### src/rtl/uart_pkg.sv
// Shared UART receiver definitions: FSM state encoding and legal parameter ranges.
package uart_pkg;

  typedef enum logic [2:0] {
    ST_IDLE       = 3'd0,
    ST_START      = 3'd1,
    ST_DATA       = 3'd2,
    ST_PARITY     = 3'd3,
    ST_STOP       = 3'd4,
    ST_BREAK_WAIT = 3'd5
  } rx_state_e;

  localparam int unsigned DATA_BITS_MIN  = 5;
  localparam int unsigned DATA_BITS_MAX  = 9;
  localparam int unsigned OVERSAMPLE_LO  = 8;
  localparam int unsigned OVERSAMPLE_HI  = 16;
  localparam int unsigned STOP_BITS_MIN  = 1;
  localparam int unsigned STOP_BITS_MAX  = 2;

  function automatic bit cfg_legal(input int unsigned data_bits,
                                   input int unsigned oversample,
                                   input int unsigned stop_bits);
    return (data_bits >= DATA_BITS_MIN) && (data_bits <= DATA_BITS_MAX) &&
           ((oversample == OVERSAMPLE_LO) || (oversample == OVERSAMPLE_HI)) &&
           (stop_bits >= STOP_BITS_MIN) && (stop_bits <= STOP_BITS_MAX);
  endfunction

endpackage

### src/rtl/uart_sync2.sv
// Two-flop synchroniser for a single asynchronous bit; resets to the idle-high level.
module uart_sync2 (
  input  logic clk,
  input  logic rst_n,
  input  logic d,
  output logic q
);

  logic r_meta;
  logic r_sync;

  always_ff @(posedge clk or negedge rst_n) begin
    if (!rst_n) begin
      r_meta <= 1'b1;
      r_sync <= 1'b1;
    end else begin
      r_meta <= d;
      r_sync <= r_meta;
    end
  end

  assign q = r_sync;

endmodule

### src/rtl/uart_rx_param.sv
// Parameterised oversampling UART receiver with parity/framing/overrun reporting
// and a one-entry output holding register acknowledged by rx_ack.
module uart_rx_param
  import uart_pkg::*;
#(
  parameter int unsigned DATA_BITS  = 8,
  parameter int unsigned OVERSAMPLE = 8,
  parameter int unsigned PARITY_EN  = 0,
  parameter int unsigned PARITY_ODD = 0,
  parameter int unsigned STOP_BITS  = 1
) (
  input  logic                 bclkx8,
  input  logic                 rst_n,
  input  logic                 rxd,
  input  logic                 rx_ack,
  output logic [DATA_BITS-1:0] rx_data,
  output logic                 rx_valid,
  output logic                 parity_err,
  output logic                 framing_err,
  output logic                 overrun_err,
  output logic                 busy
);

  localparam int unsigned CT1_W = $clog2(OVERSAMPLE);
  localparam int unsigned CT2_W = $clog2(DATA_BITS + 1);
  localparam logic [CT1_W-1:0] CT1_LAST      = CT1_W'(OVERSAMPLE - 1);
  localparam logic [CT1_W-1:0] CT1_MID       = CT1_W'(OVERSAMPLE / 2 - 1);
  localparam logic [CT2_W-1:0] CT2_DATA_LAST = CT2_W'(DATA_BITS - 1);
  localparam logic [CT2_W-1:0] CT2_STOP_LAST = CT2_W'(STOP_BITS - 1);
  localparam bit HAS_PARITY = (PARITY_EN != 0);
  localparam bit PAR_ODD    = (PARITY_ODD != 0);

  if (!cfg_legal(DATA_BITS, OVERSAMPLE, STOP_BITS)) begin : g_cfg_check
    $error("uart_rx_param: illegal DATA_BITS/OVERSAMPLE/STOP_BITS");
  end

  rx_state_e              r_state, w_next;
  logic [CT1_W-1:0]       r_ct1;
  logic [CT2_W-1:0]       r_ct2;
  logic [DATA_BITS-1:0]   r_shift;
  logic                   r_par_fault, r_frm_fault, r_done;
  logic [DATA_BITS-1:0]   r_rx_data;
  logic                   r_rx_valid, r_parity_err, r_framing_err, r_overrun_err;
  logic                   w_rxd_s, w_tick_last, w_load, w_par_exp;

  uart_sync2 u_sync (
    .clk   (bclkx8),
    .rst_n (rst_n),
    .d     (rxd),
    .q     (w_rxd_s)
  );

  assign w_tick_last = (r_ct1 == CT1_LAST);
  assign w_par_exp   = (^r_shift) ^ PAR_ODD;
  // r_done marks the cycle after the last stop sample; the word is loaded then.
  assign w_load      = (r_state == ST_STOP) && r_done;

  always_ff @(posedge bclkx8 or negedge rst_n) begin
    if (!rst_n) r_state <= ST_IDLE;
    else        r_state <= w_next;
  end

  always_comb begin
    w_next = r_state;
    case (r_state)
      ST_IDLE:       if (!w_rxd_s) w_next = ST_START;
      ST_START:      if (r_ct1 == CT1_MID) w_next = w_rxd_s ? ST_IDLE : ST_DATA;
      ST_DATA:       if (w_tick_last && (r_ct2 == CT2_DATA_LAST))
                       w_next = HAS_PARITY ? ST_PARITY : ST_STOP;
      ST_PARITY:     if (w_tick_last) w_next = ST_STOP;
      ST_STOP:       if (r_done) w_next = r_frm_fault ? ST_BREAK_WAIT : ST_IDLE;
      ST_BREAK_WAIT: if (w_rxd_s) w_next = ST_IDLE;
      default:       w_next = ST_IDLE;
    endcase
  end

  always_comb begin
    busy = (r_state != ST_IDLE);
  end

  always_ff @(posedge bclkx8 or negedge rst_n) begin
    if (!rst_n) begin
      r_ct1       <= '0;
      r_ct2       <= '0;
      r_shift     <= '0;
      r_par_fault <= 1'b0;
      r_frm_fault <= 1'b0;
      r_done      <= 1'b0;
    end else begin
      case (r_state)
        ST_START: r_ct1 <= (r_ct1 == CT1_MID) ? '0 : r_ct1 + 1'b1;
        ST_DATA: begin
          r_ct1 <= w_tick_last ? '0 : r_ct1 + 1'b1;
          if (w_tick_last) begin
            r_shift <= {w_rxd_s, r_shift[DATA_BITS-1:1]};
            r_ct2   <= (r_ct2 == CT2_DATA_LAST) ? '0 : r_ct2 + 1'b1;
          end
        end
        ST_PARITY: begin
          r_ct1 <= w_tick_last ? '0 : r_ct1 + 1'b1;
          if (w_tick_last) r_par_fault <= (w_rxd_s != w_par_exp);
        end
        ST_STOP: if (!r_done) begin
          r_ct1 <= w_tick_last ? '0 : r_ct1 + 1'b1;
          if (w_tick_last) begin
            if (!w_rxd_s) r_frm_fault <= 1'b1;
            if (r_ct2 == CT2_STOP_LAST) begin
              r_done <= 1'b1;
              r_ct2  <= '0;
            end else begin
              r_ct2 <= r_ct2 + 1'b1;
            end
          end
        end
        default: begin
          r_ct1       <= '0;
          r_ct2       <= '0;
          r_done      <= 1'b0;
          r_par_fault <= 1'b0;
          r_frm_fault <= 1'b0;
        end
      endcase
    end
  end

  always_ff @(posedge bclkx8 or negedge rst_n) begin
    if (!rst_n) begin
      r_rx_data     <= '0;
      r_rx_valid    <= 1'b0;
      r_parity_err  <= 1'b0;
      r_framing_err <= 1'b0;
      r_overrun_err <= 1'b0;
    end else if (w_load) begin
      r_rx_data     <= r_shift;
      r_rx_valid    <= 1'b1;
      r_parity_err  <= r_par_fault;
      r_framing_err <= r_frm_fault;
      r_overrun_err <= r_rx_valid & ~rx_ack;
    end else if (rx_ack) begin
      r_rx_valid    <= 1'b0;
      r_parity_err  <= 1'b0;
      r_framing_err <= 1'b0;
      r_overrun_err <= 1'b0;
    end
  end

  assign rx_data     = r_rx_data;
  assign rx_valid    = r_rx_valid;
  assign parity_err  = r_parity_err;
  assign framing_err = r_framing_err;
  assign overrun_err = r_overrun_err;

endmodule

### config.mk
export PLATFORM = sky130hd
export DESIGN_NAME = uart_rx_param
export DESIGN_NICKNAME = d
export VERILOG_FILES = /design/src/rtl/uart_pkg.sv /design/src/rtl/uart_sync2.sv /design/src/rtl/uart_rx_param.sv
export SDC_FILE = /design/constraint.sdc
export NUM_CORES = 1
export LEC_CHECK = 0
export BUFFER_PORTS_ARGS = -buffer_cell sky130_fd_sc_hd__buf_2
export CORE_UTILIZATION = 60
export DETAILED_ROUTE_END_ITERATION = 10
export HOLD_SLACK_MARGIN = 0.08
export PLACE_DENSITY = 0.81
export SYNTH_ARGS = -nofsm -noshare
export SYNTH_HDL_FRONTEND = slang
export SYNTH_SLANG_ARGS = --single-unit
### constraint.sdc
create_clock -name bclkx8 -period 2.85 [get_ports bclkx8]
set_input_delay 0.1425 -clock bclkx8 [delete_from_list [all_inputs] [get_ports bclkx8]]
set_output_delay 0.1425 -clock bclkx8 [all_outputs]
set_load 0.1 [all_outputs]
==> metrics.md, run 1 <==
| Metric | Value |
|---|---|
| Final setup TNS | 0 ns |
| Routed len/inst | 14.4 um |
| Initial antenna violation count | 0 |
| Violated checks | DRC |
| Setup ws final | 0.726 ns |
| Final layout net count | 209 |
| Final Hold Fails | 0 |
| Setup bufs post-CTS | 0 |
| Slew @ Worst Pin | 0.731 ns |
| Final setup violation count | 0 |
| CTS Sinks | 35 |
| Slowest CP cell | dfrtp_1 |
| Synth Cell Area | 1800 sq um |
| Die width | 56.8 um |
| PD cells | 543 nW/um^2 |
| Synth top area cells | dfrtp_1 46%, nand2_1 7.1%, mux2_2 5.6% |
| Fillcell total | 214 |
| Critical Path Sink Type | primary output |
| Worst r2r src | r_ct1[0] |
| # DRC | 4 |
| Count leader, synth | nand2_1 |
| Drt total wl | 3320 um |
| Fmax | 0.471 GHz |
| Max Cap Viol | 0 |
| Die height | 56.8 um |
| Iteration-0 DRC count of the detailed router | 58 |
| Placer Congestion | 0.849 |
| Synth top area share | 45.9% |
| Status | finished with violations |
| Tcrit/Tclk final | 74.5% |
| Clock buffer depth | 2 |
| Dpl ws | 1.02 ns |
| Post-synth ARST share | 100% |
| Family with the most delay on the worst path | flip-flops |
| Initial Util | 64.2% |
| Max stage delay on crit path | 0.80 ns |
| CTS Buf Count | 5 |
| Area Overhead vs Synth | 8.96% |
| Htree depth | 2 |
| PostCTS Resize Cnt | 0 |
| Design area | 1960 sq um |
| Number of flops mapped to enable cells by yosys | 0 |
| IO Count | 17 |
| Leading area contributor after synthesis | dfrtp_1 |
| CTS root buffer | clkbuf_4 |
| Worst setup path start | r_state[2] |
| Area occupied by multi-input gates | 840 sq um |
| Port bufs | 16 |
| Tmin final | 2.12 ns |
| Core Area | 2810 sq um |
| Peak VDD IR | 436 uV |
| Vias post-DR | 1334 |
| Grt total ovfl | 0 |
| Clock latency on the worst-skew pair | 0.34 ns |
| DP Area | 1880 sq um |
| Antenna viol nets, final | 0 |
| Main synth FF type | dfrtp_1 |
| HPWL Detailed | 2380 um |
| Total power | 1.07 mW |
| Netlist cell types | 41 |
| Pre-antenna DRT Iters | 7 |
| Yosys reg bits | 35 |
| Clock transition at the registers of the reported paths | 0.11 ns |
| Mapped Avg Cell Area | 10.0 sq um |
| Die area | 3220 sq um |
| Worst path bufs/invs | 2 |
| Synth warn | 0 |
| # diodes | 0 |
| Crit Path Category | flop to primary output |
| Final Max Slew Viols | 0 |
| Global-route wire length before repair | 5490 um |
| Sequence of cells on the critical path | inv_1 -> nand2_1 -> buf_2 |
| Vias in the first global route | 1204 |
| Avg Vias per Cell | 5.80 |
| LEAKAGE | 0.951 nW |
| FF+latch area | 878 sq um |
| Layout cells sized above 1 | 18.6% |
| Relative slew slack | 51.3% |
| Critical path arrival | 1.98 ns |
| CP Launch Type | flop |
| Register area share after synthesis | 48.8% |
| Crit Path Max Fanout | 22 |
| Post-layout util | 69.9% |
| Hold WC Path Type | input port to async pin |
| GR Util All Layers | 23.0% |
| Mapped Cells | 180 |
| Most instantiated cells after synthesis | 34 x nand2_1, 33 x dfrtp_1, 10 x inv_1 |
| Syn Nets | 191 |
| Skew final | 0.0168 ns |
| CTS tree | done |
| RSZ-0062 raised after global routing | no |
| Largest net degree at the start of global routing | 36 |
| Worst Path Required | 2.71 ns |
| Row count | 19 |
state kept, by name, indices dropped and copies added, names as in the netlist:
register       count
rx_data            8
overrun_err        1
r_shift            8
r_par_fault        1
rx_valid           1
u_sync.q           1
framing_err        1
r_ct2              4
parity_err         1
r_frm_fault        1
r_done             1
r_ct1              3
u_sync.r_meta      1
r_state            3
cells in the final DEF (no fill, tap or decap), drive strengths merged, types with 2 or more instances in the layout:
cell / n
a21oi: 5
nand2: 34
a21o: 2
nand3b: 4
nand3: 5
nor3b: 2
and3: 2
mux2i: 2
mux2: 9
dlygate4sd3: 3
o21ai: 12
nor2: 5
nand2b: 7
clkbuf: 6
inv: 11
nand4: 5
ha: 7
o22ai: 2
dfrtp: 33
nor3: 2
xnor2: 6
o31ai: 2
buf: 16
dfstp: 2
metal layers:
metal | global-route usage (%) | part of all wire [%] | vias to the layer above
li1 | - | - | 654
met1 | 32.0 | 47 | 632
met2 | 34.7 | 46 | 39
met3 | 4.84 | 4.3 | 9
met4 | 10.5 | 2.1 | 0
met5 | 0 | 0 | -
metrics by stage:
stage,hold WS [ns],std cells
after floorplan,-0.153,180
after global placement,0.238,219
after detailed placement,0.250,219
after CTS,0.373,230
after global routing,0.377,230
final,0.376,230
final timing paths:
path	end	cells after the start	slack (ns)
max in group asynchronous	r_ct1[2]	2	1.98
max reg2reg	r_shift[1]	5	1.02
min in group bclkx8	u_sync.q	0	0.38
min reg2reg	u_sync.q	0	0.38
max	busy	3	0.73
min	r_ct2[0]	2	0.38
power breakdown:
part / internal, mW / switching (mW) / total [mW]
clock: 0.0952 / 0.165 / 0.260
combinational: 0.0813 / 0.160 / 0.242
sequential: 0.519 / 0.0448 / 0.564
area by class of cell:
type / instances / share of cell area (%)
Clock buffer: 6 / 2.10
Multi-Input combinational cell: 126 / 42.8
Inverter: 11 / 2.10
Tap cell: 31 / 1.98
Timing Repair Buffer: 19 / 5.61
Clock inverter: 2 / 0.638
Sequential cell: 35 / 44.8
cell families (layout without fill, tap and decap cells):
| group | count (synthesis) | in the layout | share of synthesized area [%] |
|---|---|---|---|
| simple gates | 69 | 69 | 19.4 |
| flops | 35 | 35 | 48.8 |
| compound gates | 31 | 31 | 11.0 |
| buf+inv | 19 | 38 | 4.59 |
| mux | 11 | 11 | 6.74 |
| xor+xnor | 8 | 8 | 4.66 |
| fa+ha+maj | 7 | 7 | 4.86 |
repair_timing:
item	CTS	global route
hold buffers	3	0
endpoints found under the setup margin	0	0
endpoints found under the hold margin	36	0
No activity file was read; power rests on OpenSTA's default activity.
==> inputs of run 2 (changes only) <==
--- a/config.mk
+++ b/config.mk
@@ -6,10 +6,10 @@
 export NUM_CORES = 1
 export LEC_CHECK = 0
 export BUFFER_PORTS_ARGS = -buffer_cell sky130_fd_sc_hd__buf_2
-export CORE_UTILIZATION = 60
+export CORE_UTILIZATION = 58
 export DETAILED_ROUTE_END_ITERATION = 10
 export HOLD_SLACK_MARGIN = 0.08
-export PLACE_DENSITY = 0.81
+export PLACE_DENSITY = 0.78
 export SYNTH_ARGS = -nofsm -noshare
 export SYNTH_HDL_FRONTEND = slang
 export SYNTH_SLANG_ARGS = --single-unit
==> constraint.sdc (replaced) <==
create_clock -name bclkx8 -period 2.11 [get_ports bclkx8]
set_input_delay 0.1055 -clock bclkx8 [delete_from_list [all_inputs] [get_ports bclkx8]]
set_output_delay 0.1055 -clock bclkx8 [all_outputs]
set_load 0.1 [all_outputs]
==> run 2 against run 1 <==
Effect of this change: the run still ends with DRC left; cell count rose by 1.3%; clock power grew 83%; largest cell class unchanged; clock-buffer cell count shrank 1; sequential power up 33%; via count grew 6.0%; sequential share of layout area is 1.1 points lower; register-to-register slack got worse by 0.77 ns; non-clock buffer count increased by 3; critical path depth unchanged; global-route usage is 2.3 points higher.
==> metrics.md, run 2 (synthesis gave the netlist of run 1 again) <==
| Metric | Value |
|---|---|
| Row count | 19 |
| Seq pwr share | 46.6% |
| Total power | 1.60 mW |
| Peak VDD IR | 506 uV |
| RSZ-0062 raised after global routing | no |
| PD cells | 797 nW/um^2 |
| Initial antenna violation count | 0 |
| Tmin final | 1.95 ns |
| Avg Vias per Cell | 6.07 |
| Global-route wire length before repair | 6090 um |
| Htree depth | 2 |
| Final Max Slew Viols | 0 |
| Die width | 57.7 um |
| Drt total wl | 3680 um |
| CTS Sinks | 35 |
| Crit Path Category | flop to primary output |
| Commonest non-fill, non-tap cell in the layout | nand2_1 |
| Die height | 57.7 um |
| Port bufs | 16 |
| Vias in the first global route | 1342 |
| HPWL Detailed | 2480 um |
| LEAKAGE | 0.983 nW |
| Clock buffer depth | 2 |
| Critical Path Sink Type | primary output |
| Clock transition at the registers of the reported paths | 0.12 ns |
| Routed len/inst | 15.8 um |
| Core Area | 2850 sq um |
| Tcrit/Tclk final | 92.6% |
| Slew @ Worst Pin | 0.767 ns |
| Die area | 3330 sq um |
| Skew final | 0.0217 ns |
| Violated checks | DRC |
| IO Count | 17 |
| Status | finished with violations |
| Vias post-DR | 1414 |
| Hold WC Path Type | input port to async pin |
| CP Launch Type | flop |
| CTS Buf Count | 5 |
| Commonest non-fill, non-tap cells in the layout | 34 x nand2_1, 33 x dfrtp_1, 16 x buf_2 |
| Placer Congestion | 0.881 |
| Fmax | 0.512 GHz |
| Combinational share of power | 23.6% |
| Grt total ovfl | 0 |
| Power Internal | 1.07 mW |
| Antenna viol nets, final | 0 |
| Iteration-0 DRC count of the detailed router | 96 |
| Final setup violation count | 0 |
| Critical path arrival | 1.85 ns |
| Pre-antenna DRT Iters | 10 |
| Final Hold Fails | 0 |
| Cts hold-fix bufs | 3 |
| Clock share of power | 29.8% |
| Register-to-register setup slack | 0.25 ns |
| Area Overhead vs Synth | 11.7% |
| Clock latency on the worst-skew pair | 0.35 ns |
| CTS tree | done |
| Layout cells sized above 1 | 20.3% |
| # diodes | 0 |
| Worst Path Required | 2.00 ns |
| CTS root buffer | clkbuf_4 |
| Largest net degree at the start of global routing | 36 |
| Crit Path Max Fanout | 16 |
| Hold WS | 0.356 ns |
| Max Cap Viol | 0 |
| Final layout net count | 212 |
| # DRC | 3 |
| Net Sw Frac | 33.2% |
| Initial Util | 63.1% |
| Final setup TNS | 0 ns |
| Setup bufs post-CTS | 0 |
| Relative slew slack | 48.9% |
| Psw | 0.532 mW |
| PostCTS Resize Cnt | 0 |
| GR Util All Layers | 25.3% |
[run 2: cell count changes in the layout (fill, tap and decap cells not counted)]
cell,previous run,this run
buf_4,0,3
clkbuf_1,1,0
clkinvlp_4,1,0
bufinv_16,0,1
clkinv_4,0,1
[run 2: final timing paths]
kind / startpoint / end / cells after the start
hold / removal: rst_n / r_ct2[3] / 2
min in group bclkx8: u_sync.r_meta / u_sync.q / 0
max in group asynchronous: rst_n / r_shift[4] / 2
setup reg to reg: r_ct1[0] / r_state[0] / 6
setup / recovery: r_state[2] / busy / 3
hold reg to reg: u_sync.r_meta / u_sync.q / 0
[run 2: area by class of cell]
type                            count  area, sq um
Clock buffer                        5         37.5
Inverter                           11         41.3
Clock inverter                      3         43.8
Tap cell                           31         38.8
Sequential cell                    35          878
Multi-Input combinational cell    126          840
Fill cell                         216          841
Timing Repair Buffer               22          133
[run 2: power groups by stage]
stage	combinational, mW	sequential (mW)	clock [mW]
after floorplan	0.287	0.743	0
after global placement	0.347	0.755	0
after detailed placement	0.357	0.758	0
after CTS	0.378	0.745	0.489
after global routing	0.408	0.753	0.523
final	0.379	0.748	0.477
[run 2: critical path, stage by stage (launching register included)]
cell	delay, ns
dfrtp_1	0.70
inv_1	0.23
nand2_1	0.14
buf_2	0.43
[run 2: metal layers]
layer / global-route usage [%] / up-vias / share of wire (%)
li1: - / 663 / -
met1: 29.2 / 672 / 41
met3: 6.92 / 8 / 7.3
met4: 13.6 / 0 / 2.7
met2: 42.9 / 71 / 49
met5: 0 / - / 0
[run 2: metrics by stage]
| stage | setup slack [ns] | area (sq um) | std cells | utilization, % |
|---|---|---|---|---|
| 2_1_floorplan | 0.355 | 1800 | 180 | - |
| 3_3_place_gp | 0.388 | 1900 | 222 | 66.6 |
| 3_5_place_dp | 0.291 | 1900 | 222 | 66.6 |
| 4_1_cts | 0.174 | 2010 | 233 | 70.5 |
| 5_1_grt | 0.0731 | 2010 | 233 | 70.5 |
| 6_report | 0.156 | 2010 | 233 | 70.5 |
==> inputs of run 3 (changes only) <==
--- a/config.mk
+++ b/config.mk
@@ -10,6 +10,7 @@
 export DETAILED_ROUTE_END_ITERATION = 10
 export HOLD_SLACK_MARGIN = 0.08
 export PLACE_DENSITY = 0.78
+export RECOVER_POWER = 25
 export SYNTH_ARGS = -nofsm -noshare
 export SYNTH_HDL_FRONTEND = slang
 export SYNTH_SLANG_ARGS = --single-unit
==> run 3 against run 2 <==
Effect of this change: the flow still finishes with violations (DRC); global-route usage unchanged; clock skew did not move; routed wire length did not move; design area unchanged; die area stayed put; clock power about the same; critical path depth did not move; clock-buffer cell count did not move; fmax stayed put; worst hold slack improved by 0.0051 ns.
==> metrics.md, run 3 (synthesis gave the netlist of run 1 again) <==
| Metric | Value |
|---|---|
| Clock share of power | 29.8% |
| Pre-antenna DRT Iters | 10 |
| Crit Path Category | flop to primary output |
| Final Max Slew Viols | 0 |
| Worst r2r src | r_ct1[0] |
| Power Internal | 1.07 mW |
| Critical path arrival | 1.85 ns |
| Iteration-0 DRC count of the detailed router | 96 |
| Vias in the first global route | 1342 |
| Tcrit/Tclk final | 92.6% |
| Commonest non-fill, non-tap cells in the layout | 34 x nand2_1, 33 x dfrtp_1, 15 x buf_2 |
| Die height | 57.7 um |
| Row count | 19 |
| Clock transition at the registers of the reported paths | 0.12 ns |
| Psw | 0.532 mW |
| Seq pwr share | 46.6% |
| RSZ-0062 raised after global routing | no |
| Setup bufs post-CTS | 0 |
| GR Util All Layers | 25.3% |
| Dpl ws | 0.291 ns |
| # diodes | 0 |
| Reg2reg end | r_state[0] |
| LEAKAGE | 0.984 nW |
| CTS tree | done |
| Status | finished with violations |
| Avg Vias per Cell | 6.07 |
| Clock latency on the worst-skew pair | 0.35 ns |
| Setup ws final | 0.156 ns |
| Clock buffer depth | 2 |
| Worst setup path end | busy |
| Relative slew slack | 43.0% |
| Worst setup path start | r_state[2] |
| Antenna viol nets, final | 0 |
| PostCTS Resize Cnt | 0 |
| Max stage delay on crit path | 0.70 ns |
| Max Cap Viol | 0 |
| Routed len/inst | 15.8 um |
| Slowest CP cell | dfrtp_1 |
| Layout cells sized above 1 | 20.3% |
| Violated checks | DRC |
| Combinational share of power | 23.6% |
| Final layout net count | 212 |
| Register-to-register setup slack | 0.25 ns |
| CTS root buffer | clkbuf_4 |
| CP Launch Type | flop |
| # DRC | 3 |
| Commonest non-fill, non-tap cell in the layout | nand2_1 |
| Post-layout util | 70.5% |
| Reg2reg path depth | 6 |
| Fmax | 0.512 GHz |
| Final setup violation count | 0 |
| Drt total wl | 3680 um |
| Vias post-DR | 1414 |
| Area occupied by multi-input gates | 840 sq um |
| Crit Path Max Fanout | 16 |
| Worst Path Required | 2.00 ns |
| Grt total ovfl | 0 |
| Die area | 3330 sq um |
| Critical Path Sink Type | primary output |
| Net Sw Frac | 33.2% |
| Worst path bufs/invs | 2 |
| Slew @ Worst Pin | 0.855 ns |
| Peak VDD IR | 506 uV |
| Family with the most delay on the worst path | flip-flops |
| Largest net degree at the start of global routing | 36 |
| Fillcell total | 216 |
| Initial antenna violation count | 0 |
| Tmin final | 1.95 ns |
| Hold WC Path Type | flop to flop |
| FF+latch area | 878 sq um |
| Port bufs | 16 |
| Htree depth | 2 |
| Placer Congestion | 0.881 |
| Core Area | 2850 sq um |
| PD cells | 797 nW/um^2 |
| IO Count | 17 |
| Final setup TNS | 0 ns |
| CTS Buf Count | 5 |
| Die width | 57.7 um |
| Global-route wire length before repair | 6090 um |
| HPWL Detailed | 2480 um |
| Final Hold Fails | 0 |
| CTS Sinks | 35 |
| CP Depth | 3 |
| Skew final | 0.0217 ns |
| Area Overhead vs Synth | 11.7% |
| Sequence of cells on the critical path | inv_1 -> nand2_1 -> buf_2 |
| Initial Util | 63.1% |
[run 3: cell count changes in the layout (fill, tap and decap cells not counted), sizes merged]
cell / change
buf: -1
clkbuf: +1
[run 3: worst register-to-register path, cell delays in order (launching register included)]
cell and delay (ns):
dfrtp_1 0.40, ha_1 0.25, ha_1 0.21, nor3b_1 0.29, a311oi_1 0.11, o21ai_1 0.26, mux2i_1 0.28
[run 3: timing repair]
| action | in CTS | in global routing |
|---|---|---|
| endpoints found under the setup margin | 0 | 0 |
| endpoints found under the hold margin | 38 | 0 |
| hold buffers | 3 | 0 |
[run 3: how the worst min path moves through the flow]
stage	slack [ns]	endpoint	start	cells after the start
final	0.36	u_sync.q	u_sync.r_meta	0
after detailed placement	0.21	u_sync.r_meta	rxd	1
after CTS	0.36	u_sync.q	u_sync.r_meta	0
after global placement	0.21	rx_valid	rst_n	1
after global routing	0.37	u_sync.q	u_sync.r_meta	0
after floorplan	-0.19	framing_err	rst_n	0
[run 3: layout make-up]
type	instances	area share (%)
sequential	35	43.7
multi-input combinational	126	41.7
timing repair buffer	22	6.59
clock inverter	3	2.18
inverter	11	2.05
tap	31	1.93
clock buffer	5	1.87
[run 3: per-layer routing]
metal	wire length [um]	vias up	GRT usage, %	part of all wire [%]
li1	-	663	-	-
met4	100	0	13.6	2.7
met1	1510	672	29.2	41
met3	267	8	6.92	7.3
met2	1800	71	42.9	49
met5	0	-	0	0
[run 3: power by group through the flow]
| stage | registers, mW | clock network (mW) | logic (mW) |
|---|---|---|---|
| final | 0.748 | 0.477 | 0.379 |
| after global routing | 0.753 | 0.523 | 0.408 |
| after CTS | 0.745 | 0.489 | 0.378 |
| after detailed placement | 0.758 | 0 | 0.357 |
| after global placement | 0.755 | 0 | 0.347 |
| after floorplan | 0.743 | 0 | 0.287 |
[run 3: stage by stage]
| stage | area (sq um) | power (mW) | instances | hold WS, ns |
|---|---|---|---|---|
| CTS | 2010 | 1.61 | 233 | 0.364 |
| global placement | 1900 | 1.10 | 222 | 0.205 |
| floorplan | 1800 | 1.03 | 180 | -0.190 |
| detailed placement | 1900 | 1.11 | 222 | 0.214 |
| finish | 2010 | 1.60 | 233 | 0.362 |
| global route | 2010 | 1.68 | 233 | 0.367 |
